==> src/rtl/tmds_pkg.sv <==
// tmds_pkg: mode encoding, fixed code tables and small helpers shared by the
// TMDS lane encoder. Build option TMDS_TERC4_EN adds the TERC4 data-island table.
package tmds_pkg;

    typedef enum logic [2:0] {
        TMDS_CTRL   = 3'd0,
        TMDS_VIDEO  = 3'd1,
        TMDS_ISLAND = 3'd2,
        TMDS_VGUARD = 3'd3,
        TMDS_DGUARD = 3'd4
    } tmds_mode_e;

    // Control symbols indexed by {C1,C0}; entry 0 is also the reset symbol.
    localparam logic [3:0][9:0] CTRL_CODES = {
        10'b1010101011,
        10'b0101010100,
        10'b0010101011,
        10'b1101010100
    };

    // Video leading guard on lanes 0 and 2.
    localparam logic [9:0] GUARD_A = 10'b1011001100;
    // Video leading guard on lane 1 and data-island guard on lanes 1 and 2.
    localparam logic [9:0] GUARD_B = 10'b0100110011;

`ifdef TMDS_TERC4_EN
    // TERC4 symbols indexed by the data-island nibble.
    localparam logic [15:0][9:0] TERC4_TABLE = {
        10'b1011000011,
        10'b0101100011,
        10'b1001110001,
        10'b1010001110,
        10'b1011000110,
        10'b0110011100,
        10'b0100111001,
        10'b1011001100,
        10'b0100111100,
        10'b0110001110,
        10'b0100011110,
        10'b0101110001,
        10'b1011100010,
        10'b1011100100,
        10'b1001100011,
        10'b1010011100
    };
`endif

    // Number of ones in a byte.
    function automatic logic [3:0] n1_count(input logic [7:0] v);
        logic [3:0] n;
        n = '0;
        for (int i = 0; i < 8; i++) begin
            n = n + {3'b000, v[i]};
        end
        return n;
    endfunction

    // Map the raw mode input onto the enum; the unused codes 5..7 behave as CTRL.
    function automatic tmds_mode_e decode_mode(input logic [2:0] m);
        tmds_mode_e r;
        case (m)
            3'd1:    r = TMDS_VIDEO;
            3'd2:    r = TMDS_ISLAND;
            3'd3:    r = TMDS_VGUARD;
            3'd4:    r = TMDS_DGUARD;
            default: r = TMDS_CTRL;
        endcase
        return r;
    endfunction

endpackage

==> src/rtl/tmds_qm_stage.sv <==
// tmds_qm_stage: first pipeline stage of the TMDS lane. Performs transition
// minimisation of the video byte and registers it together with the side-band
// inputs so the second stage sees one coherent pixel.
module tmds_qm_stage
    import tmds_pkg::*;
(
    input  logic       clk,
    input  logic       rst,
    input  logic       pixel_stb,
    input  logic [2:0] mode,
    input  logic [7:0] d,
    input  logic [1:0] c,
    input  logic [3:0] terc4,
    output tmds_mode_e mode_s1,
    output logic [1:0] c_s1,
    output logic [3:0] terc4_s1,
    output logic [8:0] qm_s1,
    output logic [3:0] n1_s1
);

    logic [8:0] qm;

    // Build q_m with an XOR or XNOR chain, whichever yields fewer transitions.
    always_comb begin
        logic [3:0] n1_d;
        logic       use_xnor;
        logic [7:0] chain;
        n1_d     = n1_count(d);
        use_xnor = (n1_d > 4'd4) || ((n1_d == 4'd4) && !d[0]);
        chain    = '0;
        chain[0] = d[0];
        for (int i = 1; i < 8; i++) begin
            chain[i] = use_xnor ? ~(chain[i-1] ^ d[i]) : (chain[i-1] ^ d[i]);
        end
        qm = {~use_xnor, chain};
    end

    // Capture the pixel on each strobe; reset leaves a CTRL 00 symbol in flight.
    always_ff @(posedge clk) begin
        if (rst) begin
            mode_s1  <= TMDS_CTRL;
            c_s1     <= '0;
            terc4_s1 <= '0;
            qm_s1    <= '0;
            n1_s1    <= '0;
        end else if (pixel_stb) begin
            mode_s1  <= decode_mode(mode);
            c_s1     <= c;
            terc4_s1 <= terc4;
            qm_s1    <= qm;
            n1_s1    <= n1_count(qm[7:0]);
        end
    end

endmodule

==> src/rtl/tmds_channel_encoder.sv <==
// tmds_channel_encoder: one HDMI TMDS lane. Stage 1 (tmds_qm_stage) does
// transition minimisation; stage 2 here applies DC balancing and selects the
// symbol for the current mode. Build option TMDS_TERC4_EN enables data-island
// (TERC4) and data-island guard symbols; without it those modes send CTRL codes.
module tmds_channel_encoder
    import tmds_pkg::*;
#(
    parameter int CHANNEL = 0,
    parameter int DISP_W  = 5
)
(
    input  logic                     clk,
    input  logic                     rst,
    input  logic                     pixel_stb,
    input  logic [2:0]               mode,
    input  logic [7:0]               d,
    input  logic [1:0]               c,
    input  logic [3:0]               terc4,
    output logic [9:0]               q_out,
    output logic signed [DISP_W-1:0] disparity
);

    localparam logic signed [DISP_W-1:0] EIGHT = DISP_W'(8);
    localparam logic signed [DISP_W-1:0] TWO   = DISP_W'(2);

    tmds_mode_e mode_s1;
    logic [1:0] c_s1;
    logic [3:0] terc4_s1;
    logic [8:0] qm_s1;
    logic [3:0] n1_s1;

    logic signed [DISP_W-1:0] n1_w;
    logic signed [DISP_W-1:0] diff_w;
    logic signed [DISP_W-1:0] disp_next;
    logic [9:0]               q_next;

    tmds_qm_stage u_qm_stage (
        .clk       (clk),
        .rst       (rst),
        .pixel_stb (pixel_stb),
        .mode      (mode),
        .d         (d),
        .c         (c),
        .terc4     (terc4),
        .mode_s1   (mode_s1),
        .c_s1      (c_s1),
        .terc4_s1  (terc4_s1),
        .qm_s1     (qm_s1),
        .n1_s1     (n1_s1)
    );

`ifndef TMDS_TERC4_EN
    logic unused_terc4;
    assign unused_terc4 = ^terc4_s1;
`endif

    // Select the output symbol for the staged mode and work out the next running disparity.
    always_comb begin
        n1_w      = DISP_W'(n1_s1);
        diff_w    = n1_w - (EIGHT - n1_w);
        q_next    = CTRL_CODES[c_s1];
        disp_next = '0;
        case (mode_s1)
            TMDS_VIDEO: begin
                if ((disparity == '0) || (n1_s1 == 4'd4)) begin
                    q_next    = {~qm_s1[8], qm_s1[8], qm_s1[8] ? qm_s1[7:0] : ~qm_s1[7:0]};
                    disp_next = qm_s1[8] ? (disparity + diff_w) : (disparity - diff_w);
                end else if (((disparity > 0) && (n1_s1 > 4'd4)) ||
                             ((disparity < 0) && (n1_s1 < 4'd4))) begin
                    q_next    = {1'b1, qm_s1[8], ~qm_s1[7:0]};
                    disp_next = disparity - diff_w + (qm_s1[8] ? TWO : '0);
                end else begin
                    q_next    = {1'b0, qm_s1[8], qm_s1[7:0]};
                    disp_next = disparity + diff_w - (qm_s1[8] ? '0 : TWO);
                end
            end
            TMDS_VGUARD: begin
                q_next = (CHANNEL == 1) ? GUARD_B : GUARD_A;
            end
`ifdef TMDS_TERC4_EN
            TMDS_ISLAND: begin
                q_next = TERC4_TABLE[terc4_s1];
            end
            TMDS_DGUARD: begin
                q_next = (CHANNEL == 0) ? TERC4_TABLE[{2'b11, c_s1}] : GUARD_B;
            end
`endif
            default: begin
                q_next = CTRL_CODES[c_s1];
            end
        endcase
    end

    // Stage 2: register the symbol and disparity on each strobe.
    always_ff @(posedge clk) begin
        if (rst) begin
            q_out     <= CTRL_CODES[0];
            disparity <= '0;
        end else if (pixel_stb) begin
            q_out     <= q_next;
            disparity <= disp_next;
        end
    end

endmodule
==> config.mk <==
export PLATFORM = sky130hd
export DESIGN_NAME = tmds_channel_encoder
export DESIGN_NICKNAME = d
export VERILOG_FILES = /design/src/rtl/tmds_pkg.sv /design/src/rtl/tmds_qm_stage.sv /design/src/rtl/tmds_channel_encoder.sv
export SDC_FILE = /design/constraint.sdc
export NUM_CORES = 1
export LEC_CHECK = 0
export ABC_AREA = 1
export CAP_MARGIN = 40
export CORE_MARGIN = 2
export CORE_UTILIZATION = 55
export DETAILED_ROUTE_END_ITERATION = 7
export PLACE_DENSITY = 0.8
export SLEW_MARGIN = 20
export SYNTH_ARGS = -nofsm -noshare
export SYNTH_HDL_FRONTEND = slang
export SYNTH_SLANG_ARGS = --single-unit
==> constraint.sdc <==
create_clock -name clk -period 10.1 [get_ports clk]
set_clock_uncertainty 0.2 [all_clocks]
set_input_delay 3.03 -clock clk [delete_from_list [all_inputs] [get_ports clk]]
set_output_delay 3.03 -clock clk [all_outputs]
set_load 0.02 [all_outputs]
# ---- After elaboration in Yosys (flattened, before gate mapping)
# Cells that the tools add are included.
dict set report totals {
  input_bits 20
  reg_bits 33
}
dict set report op_classes {
  add_sub_neg 22
  mux 20
  order_cmp 6
  n_reduce_logical 8
  n_bitwise 17
  eq_ne 8
}
# operator n
set op_table {}
lappend op_table {{$add 4x1->4} 12}
lappend op_table {{$mux 10} 3}
lappend op_table {{$bmux 10 s2} 1}
lappend op_table {{$mux 5} 4}
lappend op_table {{$pmux 10 s2} 1}
lappend op_table {{$sub 5x5->5} 3}
lappend op_table {{$pmux 3 s4} 1}
lappend op_table {{$add 5x5->5} 2}
lappend op_table {{$eq 3x2->1 const B} 3}
lappend op_table {{$not 1->1} 9}
lappend op_table {{$eq 4x3->1 const B} 2}
lappend op_table {{$gt 4x3->1 const B} 2}
lappend op_table {{$mux 8} 1}
lappend op_table {{$not 8->8} 1}
lappend op_table {{$mux 1} 7}
lappend op_table {{$xor 1x1->1} 7}
lappend op_table {{$eq 3x1->1 const B} 2}
lappend op_table {{$add 5x2->5} 1}
lappend op_table {{$gt 5x1->1 const B} 1}
lappend op_table {{$logic_not 5->1} 1}
lappend op_table {{$lt 5x1->1 const B} 1}
lappend op_table {{$sub 4x4->5 const A} 1}
lappend op_table {{$sub 5x2->5} 1}
lappend op_table {{$add 1x1->2} 2}
lappend op_table {{7 further kinds} 12}

# ---- Depth between registers and ports, before layout
dict set report logic_depth {
  word_depth 30
  depth_mapped 28
}

# ---- By module
# From an unflattened synthesis, not the netlist that was laid out.
dict set report hier_totals {
  cells_unflattened 422
  hier_area_um2 2920.3
}
# module instances area_per_inst_um2 cells_per_inst seq_area_each_um2
set by_module_without_submodules {}
lappend by_module_without_submodules {tmds_channel_encoder 1 1527.7 238 280.3}
lappend by_module_without_submodules {tmds_qm_stage 1 1392.6 184 440.4}

# ---- Worst setup path before layout
# Ideal clock, no wire load.
dict set report synth_path {
  kind {input to register}
  start {in d[0]}
  end {reg u_qm_stage.n1_s1[1]}
  setup_time_ns 0.070
  arrival_ns 7.912
  required_time_ns 9.830
  cell_stages 23
  n_path_buf 0
  path_slack_ns 1.918
  cell_sequence {ha_1 inv_1 fa_1 fa_1 inv_1 fa_1 fa_1 inv_1 nand3_1 nand2_2 nand2_4 nand2_4 nand2_4 nand2_4 nand2_2 xor2_1 fa_1 inv_1 fa_1 fa_1 inv_1 fa_1 a21oi_1}
}
dict set report synth_between {
  elab_chain_len 30
}
# element line_no
set synth_rtl {}
lappend synth_rtl {{start, declared} tmds_channel_encoder.sv:16} ;# input logic [7:0] d,
lappend synth_rtl {{parallel branches: the longest is 29 deep, another holds $add 4x1->4} --}
lappend synth_rtl {{$add 4x1->4 *} tmds_pkg.sv:53} ;# n = n + {3'b000, v[i]};
lappend synth_rtl {{end signal, assigned} tmds_qm_stage.sv:51} ;# n1_s1 <= n1_count(qm[7:0]);
lappend synth_rtl {{end, declared} tmds_qm_stage.sv:18} ;# output logic [3:0] n1_s1
# Mark *: on every way between the ends.
# A chain may end at the register's enable or synchronous reset.

# ---- Worst setup path in the final report
dict set report layout_path {
  start {in d[0]}
  end {reg u_qm_stage.n1_s1[2]}
}
# Same word-level chain as after synthesis.

==> results.py <==
metrics = {
    "run_status": {
        "status": "complete, no violations",
    },
    "finish": {
        "area_delta_synth_final_pct": 17.2,
        "diodes": 0,
        "fin_nets": 409,
        "mostFrequentLayoutCell": "inv_1",
        "drive_gt1_frac": 0.132,
        "mostFrequentLayoutCells": "52 x inv_1, 38 x nand2_1, 32 x dfxtp_1",
        "finalInstanceArea_sq_um": 2990,
    },
    "logic_synthesis": {
        "synthArstFlopShare": 0,
        "syn_inst": 327,
        "synth_nets": 382,
        "synth_edf_count": 0,
        "synth_top_area_share": 0.251,
        "ys_seq_elements": 32,
        "synth.distinct_cells": 33,
        "synth_ff_type": "dfxtp_1",
        "syn-cell-area_sq_um": 2550,
        "synth_area_leader_cell": "dfxtp_1",
        "yosysWarnings": 0,
        "ys_seq_area_frac": 0.251,
        "syn-mean-instance-area_sq_um": 7.81,
        "netlist_top_cells_area": "dfxtp_1 25%, ha_1 11%, fa_1 10%",
    },
    "critical_path": {
        "critical_path_required_ns": 10.08,
        "crit_path_end_kind": "register",
        "critical_path_class": "input port to register",
        "crit_path_top_delay_cell": "clkdlybuf4s50_1",
        "cp_max_fo": 6,
        "slowest_delay_ns": 0.50,
        "worst-path-stages": 26,
        "critPathLaunchType": "input port",
        "reg2reg_depth": 10,
        "critPathArrivalTime_ns": 8.78,
        "crit_family": "adder cells",
        "crit_top_cell": "fa_1",
        "cp.buffers_inverters": 7,
    },
    "hold_path": {
        "hold_path.class": "register to register",
        "holdPathStages": 2,
    },
    "placed_design": {
        "place_area_sq_um": 2870,
        "place_ws_ns": 0.947,
        "portBuffers": 29,
        "dp.final_hpwl_um": 3960,
        "gp_congestion": 0.815,
    },
    "sta": {
        "slew_headroom": 0.512,
        "finalSetupTns_ns": 0,
        "tightestPinTransition_ns": 0.730,
        "finalMaxSlewViolations": 0,
        "fmax_ghz": 0.114,
        "final.setup.worst_slack_ns": 1.29,
        "hold_viol_final": 0,
        "rsz0062_at_grt": "false",
        "setup_viol": 0,
        "period_minus_slack_ns": 8.81,
        "period_share": 0.872,
    },
    "floorplanning": {
        "dieArea_sq_um": 5200,
        "die_w_um": 72.1,
        "io-pin-count": 35,
        "core-area_sq_um": 4410,
        "die_h_um": 72.1,
        "rows": 24,
        "start_util": 0.579,
    },
    "clock_tree": {
        "cts_max_path_buffers": 2,
        "cts_root_buffer": "clkbuf_8",
        "cts_resized": 0,
        "cts.sinks": 32,
        "post_cts_buffers": 0,
        "holdBufCountCts": 0,
        "path_clk_slew_ns": 0.06,
        "cts_buffers": 5,
        "h-tree-depth": 2,
        "cts_tree": "built",
        "insertion_delay_ns": 0.29,
    },
    "routing": {
        "first_pass_iters": 4,
        "route.vias.total": 2171,
        "ant_nets": 0,
        "avgRoutedWirePerCell_um": 12.6,
        "drtIter0Drc": 145,
        "route.detailed.drc": 0,
        "wirelength_um": 5130,
        "via_per_inst": 5.33,
    },
    "global_routing": {
        "grt_pass1_wl_um": 8840,
        "grt_max_degree": 27,
        "antenna_found_initial": 0,
        "grt_remaining_overflow": 0,
        "grt_usage": 0.215,
        "grt_pass1_vias": 2047,
    },
    "power_and_ir_drop": {
        "ir_drop_mv": 0.106,
        "pwr_density_cell_nw_per_um2": 210,
        "leakage_nw": 1.43,
    },
    "flow_run": {
        "cap_viol_max_count": 0,
    },
}
==> area by class of cell <==
| cell class | count | area, sq um |
|---|---|---|
| clock buffer | 7 | 96.3 |
| clock inverter | 1 | 30.0 |
| fill | 392 | 1420 |
| inverter | 61 | 229 |
| multi-input combinational | 224 | 1630 |
| sequential | 32 | 641 |
| tap | 52 | 65.1 |
| timing repair buffer | 30 | 305 |
==> registers in the layout (all words and copies together) (netlist names) <==
| register | cells |
|---|---|
| disparity | 4 |
| q_out | 10 |
| u_qm_stage.c_s1 | 2 |
| u_qm_stage.mode_s1 | 3 |
| u_qm_stage.n1_s1 | 4 |
| u_qm_stage.qm_s1 | 9 |
==> cells by family after synthesis <==
kind of cell | synth area share
and+or+nand+nor | 0.189
AOI/OAI and AO/OA | 0.180
buffers and inverters | 0.112
adders and majority gates | 0.210
DFF | 0.251
xor gates and xnor gates | 0.0573
other | 0.00147
==> routing by layer <==
metal | GRT usage | part of all wire | up-vias
li1 | - | - | 1100
met1 | 0.262 | 0.44 | 1010
met2 | 0.381 | 0.50 | 56
met3 | 0.0542 | 0.045 | 5
met4 | 0.0482 | 0.0099 | 0
met5 | 0 | 0 | -
==> Yosys cell counts (4+ instances only) <==
cell,instances
a21oi_1,31
a21oi_2,4
clkbuf_1,6
dfxtp_1,32
fa_1,13
ha_1,22
inv_1,52
inv_2,9
nand2_1,38
nand2_2,5
nand2_4,7
nand3_1,16
nand3_2,5
nor2_1,20
o211ai_1,4
o21ai_0,19
o21ai_1,12
xnor2_1,5
xor2_1,8
==> worst paths after layout <==
kind	slack (ns)	startpoint	to
setup / recovery	1.29	d[0]	u_qm_stage.n1_s1[2]$_SDFFE_PP0P_
hold / removal	0.27	q_out[6]$_SDFFE_PP1P_	q_out[6]$_SDFFE_PP1P_
setup reg to reg	7.54	disparity[1]$_SDFFE_PP0P_	disparity[3]$_SDFFE_PP0P_
hold reg to reg	0.27	q_out[6]$_SDFFE_PP1P_	q_out[6]$_SDFFE_PP1P_
==> report_power, final <==
part,switching [mW],internal (mW)
sequential,0.0118,0.141
clock,0.0491,0.0870
combinational,0.198,0.143
total,0.259,0.371
==> through the flow <==
step	hold slack, ns	instances	power (mW)	utilization
3_3_place_gp	0.249	398	0.478	0.646
4_1_cts	0.271	407	0.634	0.678
3_5_place_dp	0.255	399	0.496	0.650
2_1_floorplan	0.245	327	0.424	-
6_report	0.265	407	0.630	0.678
5_1_grt	0.301	407	0.690	0.678
==> worst min-delay path, cell delays in order (launching register included) <==
cell     delay, ns
dfxtp_1       0.32
a21oi_1       0.06
nand2_1       0.05
No activity file was read; power rests on OpenSTA's default activity.
